File: config.mk
export PLATFORM = sky130hd
export DESIGN_NAME = fifo_wr_ctrl
export DESIGN_NICKNAME = d
export VERILOG_FILES = /design/src/rtl/fifo_wr_ctrl.sv
export SDC_FILE = /design/constraint.sdc
export NUM_CORES = 1
export LEC_CHECK = 0
export BUFFER_PORTS_ARGS = -buffer_cell sky130_fd_sc_hd__buf_2
export CORE_UTILIZATION = 43
export CTS_CLUSTER_SIZE = 14
export DETAILED_ROUTE_END_ITERATION = 12
export SLEW_MARGIN = 0
export SYNTH_ARGS = -nofsm -noshare
export SYNTH_HDL_FRONTEND = slang
export SYNTH_SLANG_ARGS = --single-unit
File: constraint.sdc
create_clock -name wclk -period 4.1 [get_ports wclk]
set_input_delay 0.82 -clock wclk [delete_from_list [all_inputs] [get_ports wclk]]
set_output_delay 0.82 -clock wclk [all_outputs]
set_load 0.01 [all_outputs]
File: src/rtl/fifo_wr_ctrl.sv
// fifo_wr_ctrl: write-domain front end of the asynchronous FIFO.
// A 2-entry skid buffer decouples the upstream valid/ready stream from the
// registered full flag. A small state machine sequences pointer flushes and
// holds traffic off while the cleared pointer crosses into the read domain.
// A saturating counter records the cycles in which writes are blocked by full.
module fifo_wr_ctrl #(
  parameter int DSIZE    = 8,
  parameter int CLR_HOLD = 4,
  parameter int CNT_W    = 16
) (
  input  logic             wclk,
  input  logic             wrst_n,
  input  logic             s_valid,
  input  logic [DSIZE-1:0] s_data,
  output logic             s_ready,
  input  logic             flush_req,
  output logic             flush_busy,
  input  logic             full,
  output logic             winc,
  output logic [DSIZE-1:0] wdata,
  output logic             wptr_clr,
  output logic [CNT_W-1:0] stall_cnt
);

  localparam int HW = $clog2(CLR_HOLD + 1);

  typedef enum logic [1:0] {RUN, FLUSH, HOLD} state_t;

  state_t           state;
  state_t           state_next;
  logic [HW-1:0]    hold_cnt;
  logic [1:0]       cnt;
  logic [1:0]       cnt_next;
  logic [DSIZE-1:0] head;
  logic [DSIZE-1:0] tail;
  logic             push;
  logic             pop;

  assign push  = s_valid & s_ready;
  assign pop   = winc;
  assign wdata = head;

  // State register.
  always_ff @(posedge wclk or negedge wrst_n) begin
    if (!wrst_n) state <= RUN;
    else         state <= state_next;
  end

  // Next state: flush requests are only honoured in RUN; FLUSH lasts one cycle.
  always_comb begin
    state_next = state;
    case (state)
      RUN:     if (flush_req) state_next = FLUSH;
      FLUSH:   state_next = HOLD;
      HOLD:    if (hold_cnt == '0) state_next = RUN;
      default: state_next = RUN;
    endcase
  end

  // Outputs decoded from state: writes only flow in RUN, busy otherwise.
  always_comb begin
    winc       = 1'b0;
    flush_busy = 1'b0;
    if (state == RUN) winc = (cnt != 2'd0) & ~full;
    else              flush_busy = 1'b1;
  end

  // Hold counter loaded on FLUSH, counts down to zero through HOLD.
  always_ff @(posedge wclk or negedge wrst_n) begin
    if (!wrst_n)                               hold_cnt <= '0;
    else if (state == FLUSH)                   hold_cnt <= HW'(CLR_HOLD - 1);
    else if (state == HOLD && hold_cnt != '0)  hold_cnt <= hold_cnt - HW'(1);
  end

  // Occupancy after this cycle's push/pop; a flush empties the buffer.
  always_comb begin
    cnt_next = cnt;
    if (state == FLUSH)     cnt_next = 2'd0;
    else if (push && !pop)  cnt_next = cnt + 2'd1;
    else if (pop && !push)  cnt_next = cnt - 2'd1;
  end

  // Skid entries: a pop shifts tail into head, a push fills the first free slot.
  always_ff @(posedge wclk or negedge wrst_n) begin
    if (!wrst_n) begin
      cnt  <= 2'd0;
      head <= '0;
      tail <= '0;
    end else begin
      cnt <= cnt_next;
      if (pop && cnt == 2'd2) head <= tail;
      if (push) begin
        if (cnt == 2'd0 || (pop && cnt == 2'd1)) head <= s_data;
        else                                     tail <= s_data;
      end
    end
  end

  // Registered ready and pointer-clear pulse, both derived from next-cycle state.
  always_ff @(posedge wclk or negedge wrst_n) begin
    if (!wrst_n) begin
      s_ready  <= 1'b0;
      wptr_clr <= 1'b0;
    end else begin
      s_ready  <= (cnt_next < 2'd2) && (state_next == RUN);
      wptr_clr <= (state_next == FLUSH);
    end
  end

  // Saturating stall counter; a flush request in RUN wins and clears it.
  always_ff @(posedge wclk or negedge wrst_n) begin
    if (!wrst_n) begin
      stall_cnt <= '0;
    end else if (state == RUN && flush_req) begin
      stall_cnt <= '0;
    end else if (state == RUN && cnt != 2'd0 && full && stall_cnt != '1) begin
      stall_cnt <= stall_cnt + CNT_W'(1);
    end
  end

endmodule

Word-level counts from Yosys, hierarchy flattened
Index checks and enable logic that the tools add are counted.
{"block": "classes", "n_addsub": 4, "n_lt_le_gt_ge": 1, "n_eq_ne": 6, "n_mux": 15, "n_bitwise": 4, "reduce_logical": 22}
{"cell": "2-to-1 mux 16 bit", "count": 2}
{"cell": "2-to-1 mux 8 bit", "count": 3}
{"cell": "adder 16 x 1 -> 16 bit, second input constant", "count": 1}
{"cell": "inequality test 16 bit, second input constant", "count": 1}
{"cell": "logical AND 1 bit", "count": 10}
{"cell": "2-to-1 mux 2 bit", "count": 5}
{"cell": "equality test 2 x 1 -> 1 bit, second input constant", "count": 3}
{"cell": "logical NOT 2 bit", "count": 3}
{"cell": "2-to-1 mux 3 bit", "count": 2}
{"cell": "case mux 2 bit (3 select lines)", "count": 1}
{"cell": "nonzero test 2 bit", "count": 3}
{"cell": "equality test 2 bit, second input constant", "count": 2}
{"cell": "logical NOT 3 bit", "count": 1}
{"cell": "nonzero test 3 bit", "count": 1}
{"cell": "subtractor 3 x 1 -> 3 bit, second input constant", "count": 1}
{"cell": "adder 2 x 1 -> 2 bit, second input constant", "count": 1}
{"cell": "bitwise AND 1 bit", "count": 2}
{"cell": "logical NOT 1 bit", "count": 2}
{"cell": "less-than comparator 2 bit, second input constant", "count": 1}
{"cell": "2-to-1 mux 1 bit", "count": 2}
{"cell": "inverter 1 bit", "count": 2}
{"cell": "AND reduction 2 bit", "count": 1}
{"cell": "subtractor 2 x 1 -> 2 bit, second input constant", "count": 1}
{"cell": "logical OR 1 bit", "count": 1}
{"block": "word_totals", "reg_bits": 41, "output_inout_bits": 28, "wordCells": 60}

Depth between registers and ports, before layout
{"block": "logic_depth", "word_depth": 9, "mapped_depth": 6, "depth_no_buf": 6}

Worst setup path after synthesis
No wires, ideal clock.
{"block": "synth_timing", "path_kind": "in2reg", "from": "in full", "to": "reg stall_cnt[8]", "t_arrival_ns": 2.106, "path_slack_ns": 1.926, "path_stages": 4, "n_path_buf": 0, "cell_sequence": "or4b_4 > or3_1 > or4_1 > nand3_1"}
{"block": "synth_between", "elab_chain_cells": 3}
{"item": "start, declared", "line_no": "18", "text": "input logic full,"}
{"item": "logical AND 1 bit (2 in a row)", "line_no": "116", "text": "end else if (state == RUN && cnt != 2'd0 && full && stall_cnt != '1) begin"}
{"item": "nonzero test 2 bit (no source line)"}
{"item": "end signal, assigned", "line_no": "117", "text": "stall_cnt <= stall_cnt + CNT_W'(1);"}
{"item": "end, declared", "line_no": "22", "text": "output logic [CNT_W-1:0] stall_cnt"}
No other way between the ends.
A chain may end at the register's enable or synchronous reset.

Worst setup path in the final report
{"block": "layout_timing", "from": "reg cnt[0]", "to": "out winc"}
{"block": "layout_between", "elab_chain_cells": 3}
{"item": "start, declared", "line_no": "32", "text": "logic [1:0] cnt;"}
{"item": "start signal, assigned", "line_no": "90", "text": "cnt <= cnt_next;"}
{"item": "nonzero test 2 bit", "line_no": "64", "text": "if (state == RUN) winc = (cnt != 2'd0) & ~full;"}
{"item": "bitwise AND 1 bit", "line_no": "64"}
{"item": "2-to-1 mux 1 bit", "line_no": "64"}
{"item": "end, declared", "line_no": "19", "text": "output logic winc,"}
No other way between the ends.

==> results.json <==
{
  "rows": 25,
  "ant_nets": 0,
  "power_frac_clock_pct": 19.0,
  "ir_worst_vdd_uv": 287,
  "vias": 1827,
  "syn_area_per_cell_um2": 9.90,
  "grt_pass1_wl_um": 8420,
  "yosys_warnings": 0,
  "grt_max_degree": 42,
  "clock_latency_ns": 0.30,
  "critPathBufInv": 2,
  "seq_area_frac_synth_pct": 46.7,
  "syn_area_um2": 2200,
  "drtPass1Iterations": 5,
  "grt_use_total_pct": 20.6,
  "wire_per_inst_um": 15.2,
  "path_max_fanout": 7,
  "antenna_cells": 0,
  "dpl-instance-area_um2": 2440,
  "p_switching_uw": 544,
  "drive_gt1_share_pct": 24.5,
  "hold_violations": 0,
  "synth_cells": 222,
  "ys_dominant_reg_cell": "dfrtp_1",
  "slowest_stage": "nor4_2",
  "drc": 0,
  "die_x_um": 73.5,
  "area.growth.synth_to_final_pct": 15.2,
  "crit_type": "reg2out",
  "internal_power_uw": 879,
  "crit_required_ns": 3.28,
  "hold_buffers": 0,
  "clock_sinks": 41,
  "r2r_start": "stall_cnt[0]",
  "p_leak_uw": 0.00119,
  "routed_wirelength_um": 4980,
  "cts_tree": "done",
  "async_reset_ff_share_pct": 100,
  "pwr-share-seq_pct": 44.8,
  "clockRootBuffer": "clkbuf_8",
  "dpl_worst_slack_ns": 1.46,
  "die_y_um": 73.5,
  "slew_headroom_pct": 26.6,
  "port_buffers": 40,
  "tns_ns": 0,
  "cp_top_family": "simple AND/OR/NAND/NOR gates",
  "power.density_nw_per_um2": 562,
  "antenna_found_initial": 0,
  "synth_top_area_share_pct": 46.7,
  "status": "complete, no violations",
  "crit_path_end_kind": "output port",
  "clock_path_buffers": 2,
  "dp_hpwl_um": 3390,
  "timing.final.crit_share_pct": 64.1,
  "cts_setup_buffers": 0,
  "design.die.area_um2": 5400,
  "rsz0062_at_grt": "no",
  "worstSetupStartpointType": "register",
  "slowest_delay_ns": 0.54,
  "min_path_type": "reg2reg",
  "comb_power_share_pct": 36.2,
  "via_per_inst": 5.57,
  "cts_htree_levels": 2,
  "setup_viol": 0,
  "io-pin-count": 41,
  "fin_area_um2": 2530,
  "ys_ff_latch": 41,
  "tightest_slew_ns": 1.09,
  "slew_violations": 0,
  "clock_skew_ns": 0.00709,
  "initial_utilization_pct": 45.6,
  "first_global_vias": 1729,
  "fin_nets": 279,
  "overflow": 0,
  "min_period_ns": 2.63,
  "worstHoldStart": "tail[6]",
  "ys_types": 39,
  "cts.reportedPaths.clkPinSlew_ns": 0.09,
  "holdWs_ns": 0.511,
  "cts_buffers": 5,
  "gp_congestion": 0.747,
  "synth_top_area_cell": "dfrtp_1",
  "cts-resized-gates": 0,
  "synth_edf_count": 0,
  "fin_ws_ns": 1.47,
  "final_core_util_pct": 52.5,
  "synthTopCellsByArea": "dfrtp_1 47%, a21oi_1 5.7%, mux2i_1 5.5%",
  "clock.fmax_mhz": 381,
  "startpoint": "cnt[0]",
  "core-area_um2": 4820,
  "critPathArrivalTime_ns": 1.81,
  "crit_chain": "inv_1 > ha_1 > nor4_2 > buf_2",
  "drv_cap": 0,
  "synth_fp_nets": 241,
  "swShare_pct": 38.3,
  "drt_iter0_drc": 138
}
==> cell families after synthesis <==
kind of cell / count (synthesis) / share of synthesized area, %
AOI/OAI and AO/OA: 47 / 12.5
xor gates and xnor gates: 5 / 1.99
adders and majority gates: 6 / 3.42
buffers and inverters: 19 / 3.42
DFF: 41 / 46.7
muxes: 20 / 9.57
and+or+nand+nor: 84 / 22.4
==> cells in the final DEF (no fill, tap or decap), types with 2 or more instances in the layout <==
| master | instances |
|---|---|
| nor2_1 | 4 |
| xor2_1 | 3 |
| clkbuf_8 | 5 |
| ha_1 | 6 |
| mux2i_1 | 12 |
| nand4_1 | 5 |
| clkinvlp_4 | 2 |
| o21ai_0 | 9 |
| or3_1 | 6 |
| or2_2 | 4 |
| nand2b_1 | 2 |
| nor3_1 | 13 |
| o31ai_1 | 5 |
| nand3_1 | 12 |
| and3_1 | 3 |
| or4_1 | 6 |
| inv_1 | 10 |
| mux2_2 | 8 |
| nor2b_1 | 2 |
| a21oi_1 | 25 |
| buf_2 | 40 |
| a211oi_1 | 2 |
| nor4_2 | 2 |
| nand2_1 | 15 |
| xnor2_1 | 2 |
| a22o_1 | 3 |
| dfrtp_1 | 41 |
==> flip-flops by register name (all words and copies together), names as in the netlist <==
signal,cells
hold_cnt,3
tail,8
wdata,8
stall_cnt,16
wptr_clr,1
cnt,2
s_ready,1
state,2
==> layout make-up <==
| cell class | instances | area (um2) |
|---|---|---|
| clock buffers | 6 | 72.6 |
| clock inverters | 2 | 15.0 |
| fillers | 488 | 2290 |
| inverters | 10 | 37.5 |
| multi-input cells | 162 | 1100 |
| flip-flops and latches | 41 | 1030 |
| well taps | 67 | 83.8 |
| repair buffers | 40 | 200 |
==> synth_stat cells (3+ instances only) <==
cell	count
dfrtp_1	41
a21oi_1	25
nand2_1	15
nor3_1	13
mux2i_1	12
nand3_1	12
inv_1	10
o21ai_0	9
mux2_2	8
clkbuf_1	6
ha_1	6
or3_1	6
or4_1	6
nand4_1	5
o31ai_1	5
nor2_1	4
or2_2	4
a22o_1	3
and3_1	3
buf_2	3
xor2_1	3
==> layer usage <==
| metal | GRT usage, % | vias up | routed length, um |
|---|---|---|---|
| li1 | - | 893 | - |
| met2 | 31.6 | 36 | 2270 |
| met3 | 5.21 | 5 | 211 |
| met1 | 28.7 | 893 | 2450 |
| met5 | 0 | - | 0 |
| met4 | 5.77 | 0 | 51 |
==> worst paths after layout <==
path                            slack (ns)  cells past startpoint             to
worst max register to register        1.63                      5  stall_cnt[11]
worst min register to register        0.51                      1        tail[6]
worst min-delay path                  0.51                      1        tail[6]
max in group asynchronous             2.85                      1    hold_cnt[0]
worst max-delay path                  1.47                      4           winc
min in group asynchronous             0.66                      1       wdata[7]
==> per-stage QoR <==
stage	cells	total power (uW)
finish	328	1420
global route	328	1540
CTS	328	1440
detailed placement	320	1170
global placement	320	1150
floorplan	222	1000
==> power groups by stage <==
stage          sequential (uW)  combinational [uW]  clock [uW]
2_1_floorplan              637                 365           0
3_3_place_gp               643                 508           0
5_1_grt                    657                 590         297
3_5_place_dp               648                 518           0
6_report                   638                 515         270
4_1_cts                    639                 524         280
Power figures use the tool's default switching activity.
